[src/rtl/noc_outport_credit.sv]
// Output-port transmitter: grant mux, registered link, credit counter, RR turn token.
// Optional sticky protocol checker enabled by NOC_CREDIT_CHECK_EN.
module noc_outport_credit #(
  parameter int DATA_W  = 8,
  parameter int CREDITS = 4,
  parameter int CNT_W   = 3
) (
  input  logic              clk,
  input  logic              rst,
  input  logic [DATA_W-1:0] N_data_i,
  input  logic [DATA_W-1:0] S_data_i,
  input  logic [DATA_W-1:0] E_data_i,
  input  logic [DATA_W-1:0] W_data_i,
  input  logic [DATA_W-1:0] L_data_i,
  input  logic [4:0]        req_i,
  input  logic [2:0]        port_select,
  input  logic              port_enable,
  input  logic              credit_in,
  output logic              port_full,
  output logic [4:0]        turn,
  output logic [DATA_W-1:0] data_o,
  output logic              valid_o,
  output logic              err_o
);

  localparam logic [CNT_W-1:0] CRED_MAX = CNT_W'(CREDITS);

  logic [CNT_W-1:0]  credits;
  logic [CNT_W-1:0]  credits_nxt;
  logic [DATA_W-1:0] sel_data;
  logic              sel_ok;
  logic              send;
  logic              advance;

  assign port_full = (credits == '0);
  assign sel_ok    = (port_select <= 3'b100);
  assign send      = port_enable && !port_full && sel_ok;
  assign advance   = send || ((turn & req_i) == 5'b0);

  always_comb begin
    sel_data = '0;
    case (port_select)
      3'd0:    sel_data = N_data_i;
      3'd1:    sel_data = S_data_i;
      3'd2:    sel_data = E_data_i;
      3'd3:    sel_data = W_data_i;
      3'd4:    sel_data = L_data_i;
      default: sel_data = '0;
    endcase
  end

  // Simultaneous send and credit return cancel out.
  always_comb begin
    credits_nxt = credits;
    unique case ({send, credit_in})
      2'b10:   credits_nxt = credits - 1'b1;
      2'b01:   credits_nxt = (credits == CRED_MAX) ? credits
                                                   : credits + 1'b1;
      default: credits_nxt = credits;
    endcase
  end

  always_ff @(posedge clk or posedge rst) begin
    if (rst) begin
      credits <= CRED_MAX;
      turn    <= 5'b10000;
      data_o  <= '0;
      valid_o <= 1'b0;
    end else begin
      credits <= credits_nxt;
      valid_o <= send;
      if (send) data_o <= sel_data;
      if (advance) turn <= {turn[0], turn[4:1]};
    end
  end

`ifdef NOC_CREDIT_CHECK_EN
  logic [2:0] holder;
  logic       err_q;
  logic       err_set;

  always_comb begin
    holder = 3'd0;
    unique case (1'b1)
      turn[4]: holder = 3'd0;
      turn[3]: holder = 3'd1;
      turn[2]: holder = 3'd2;
      turn[1]: holder = 3'd3;
      turn[0]: holder = 3'd4;
      default: holder = 3'd0;
    endcase
  end

  assign err_set = (credit_in && !send && credits == CRED_MAX)
                || (port_enable && port_full)
                || (port_enable && !sel_ok)
                || (send && port_select != holder);

  always_ff @(posedge clk or posedge rst) begin
    if (rst) err_q <= 1'b0;
    else if (err_set) err_q <= 1'b1;
  end

  assign err_o = err_q;
`else
  assign err_o = 1'b0;
`endif

endmodule

[config.mk]
export PLATFORM = sky130hd
export DESIGN_NAME = noc_outport_credit
export DESIGN_NICKNAME = d
export VERILOG_FILES = /design/src/rtl/noc_outport_credit.sv
export SDC_FILE = /design/constraint.sdc
export NUM_CORES = 1
export LEC_CHECK = 0
export ABC_AREA = 1
export CORE_MARGIN = 3
export CORE_UTILIZATION = 37
export DETAILED_ROUTE_END_ITERATION = 10
export GPL_TIMING_DRIVEN = 1
export PLACE_DENSITY = 0.83
export REMOVE_ABC_BUFFERS = 1
export SLEW_MARGIN = 20
export SYNTH_ARGS = -nofsm -noshare
export SYNTH_HDL_FRONTEND = slang
export SYNTH_SLANG_ARGS = --single-unit
[constraint.sdc]
create_clock -name clk -period 2 [get_ports clk]
set_input_delay 0.2 -clock clk [delete_from_list [all_inputs] [get_ports clk]]
set_output_delay 0.2 -clock clk [all_outputs]
set_load 0.05 [all_outputs]
==> results of run 1 <==
==> cells in the mapped netlist (all sizes together) <==
cell / number
buf: 3
o21ai: 11
nor3: 1
o22a: 1
dfstp: 2
nand4: 4
nand3: 18
nand3b: 1
a2bb2oi: 7
dfrtp: 15
fa: 1
inv: 23
nor2: 14
a21oi: 9
o22ai: 1
xor2: 1
nand2: 39
conb: 1
==> metal layers <==
| layer | part of all wire, % | global-route usage, % |
|---|---|---|
| met3 | 8.5 | 2.10 |
| met2 | 46 | 29.3 |
| met4 | 0.19 | 4.55 |
| met5 | 0 | 0 |
| met1 | 45 | 21.2 |
==> layout by cell type (no fill, tap or decap), drive strengths merged, types with 2 or more instances in the layout <==
master,netlist,final
inv,23,23
dfstp,2,2
o21ai,11,11
a21oi,9,9
clkdlybuf4s50,0,65
clkbuf,0,4
nand2,39,39
dfrtp,15,15
a2bb2oi,7,7
nor2,14,14
nand3,18,18
nand4,4,4
buf,3,6
==> state kept, by name, indices dropped and copies added (netlist names) <==
name and cells:
data_o 8, turn 5, credits 3, valid_o 1
==> worst min path at each step <==
stage                           from  slack, ps         end
final                            rst        290  credits[0]
after global routing             rst        350     turn[0]
after CTS                        rst        300  credits[0]
after detailed placement  credits[2]        480  credits[2]
after global placement    credits[2]        460  credits[2]
after floorplan                  rst        120  credits[0]
==> power by group through the flow <==
stage	logic, mW	registers, mW	clock network [mW]
after floorplan	0.458	1.11	0
after global placement	1.40	0.658	0
after detailed placement	1.41	0.658	0
after CTS	1.42	0.655	0.188
after global routing	1.50	0.681	0.201
final	1.40	0.651	0.176
==> kinds of logic after synthesis <==
| family | Yosys count | synth area share (%) |
|---|---|---|
| simple gates | 77 | 34.5 |
| compound gates | 29 | 15.5 |
| buf+inv | 26 | 9.65 |
| flops | 17 | 37.5 |
| xor+xnor | 1 | 0.768 |
| fa+ha+maj | 1 | 1.75 |
| other cells | 1 | 0.329 |
==> layout make-up <==
cell class	instances	area [um2]	share of cell area, %
repair buffers	71	696	37.0
flip-flops and latches	17	428	22.8
inverters	23	86.3	4.60
well taps	31	38.8	2.07
clock buffers	4	26.3	1.40
multi-input cells	109	603	32.1
==> impl_metrics.toml, run 1 <==
[setup_path]
cp-endpoint = "turn[4]"
reg2reg_slack_ps = 300
start_kind = "flip-flop"
arrival_ps = 1660
startpoint = "turn[4]"
worst-path-stages = 1
critPathMaxFanout = 4
critical_path_class = "reg -> out"
rr_endpoint = "credits[2]"
cpPeakStageDelay_ps = 810
crit_family = "buffers and inverters"
cp-end-kind = "output pin"
critPathRequiredTime_ps = 1800
reg2reg_depth = 9
path_cells = "clkdlybuf4s50_1"
crit_buf_inv = 1
crit_path_top_delay_cell = "clkdlybuf4s50_1"
r2r_start = "credits[1]"

[yosys]
postSynthCellCount = 152
synth_area_leaders = "dfrtp_1, nand2_1, nand3_1"
synth_largest_area_cell = "dfrtp_1"
synthesis.area_mm2 = 0.00114
ys_types = 27
syn_avg_cell_area_um2 = 7.51
ys_seq_area_share_pct = 37.5
ys_seq_elements = 17
synth_warnings = 0
synth_top_area_share_pct = 32.9

[placed_design]
io_buffers = 66
gp_congestion = 0.816
dp_slack_ps = 123
dp_hpwl_mm = 2.60
place_inst = 251
place_area_mm2 = 0.00185

[drt]
wire_per_inst_um = 12.7
ant_nets = 0
num_vias = 1208
wl_mm = 3.23
drc = 0
drt-initial-drc-count = 77
routed_via_density = 4.74
firstDrtPassIters = 4

[clock_network]
path_clk_slew_ps = 90
htreeDepth = 1
post-cts-setup-buffer-count = 0
clock_sinks = 17
clk_path_buf_depth = 2
cts-root-buf = "clkbuf_4"
tritoncts = "yes"
cts_buffers = 3
cts-resized-gates = 0
clk_latency_ps = 280
cts_hold_buf = 0

[hold_path]
hold_path.class = "in -> async"

[floorplan]
die_h_um = 61.5
core_area_mm2 = 0.00285
die_x_um = 61.5
rows = 19
initial_utilization_pct = 40.0
ios = 68
die_area_mm2 = 0.00379

[global_route]
grt_pass1_wl_mm = 4.73
antenna_found_initial = 0
grt_use_total_pct = 16.6
grt_pass1_vias = 1120
grt_overflow = 0
grt_max_degree = 18

[layout]
fin_nets = 278
utilization_pct = 65.8
drive_gt1_share_pct = 10.3
layout.cells.non_filler = 255
postLayoutCellArea_mm2 = 0.00188
diodes = 0
fill_cells = 255
syn_to_final_growth_pct = 64.6

[power_and_ir_drop]
power_frac_comb_pct = 62.9
switching_share_pct = 48.8
power_switching_mw = 1.09
power.share.clock_pct = 7.9
p_total_mw = 2.23
leakage_nw = 0.881
p_seq_share_pct = 29.2
powerDensity_mw_per_mm2 = 1190
p_int_mw = 1.14
peakVddDrop_v = 0.000784

[sta]
whs_ps = 286
worst_slew_pin_slew_ps = 623
layout_setup_ws_ps = 138
hold_viol = 0
setup_viol = 0
final.period_utilization_pct = 93.1
fin_crit_ps = 1860
relSlewSlack_pct = 58.4
max_freq_mhz = 537
rsz0062_at_grt = "no"
maxSlewViolCount = 0
tns_ps = 0
clock_skew_ps = 2.05

[status]
outcome = "finished, final reports clean"

[job]
drv_cap = 0
No activity file was read; power rests on OpenSTA's default activity.
==> run 2, diff against run 1 <==
- SLEW_MARGIN: 20 -> not set
==> results of run 2 <==
No change in the layout: final DEF, timing and power equal those of run 1.
==> run 3, diff against run 2 <==
- SLEW_MARGIN: not set -> 0
==> results of run 3 <==
No change in the layout: final DEF, timing and power equal those of run 1.
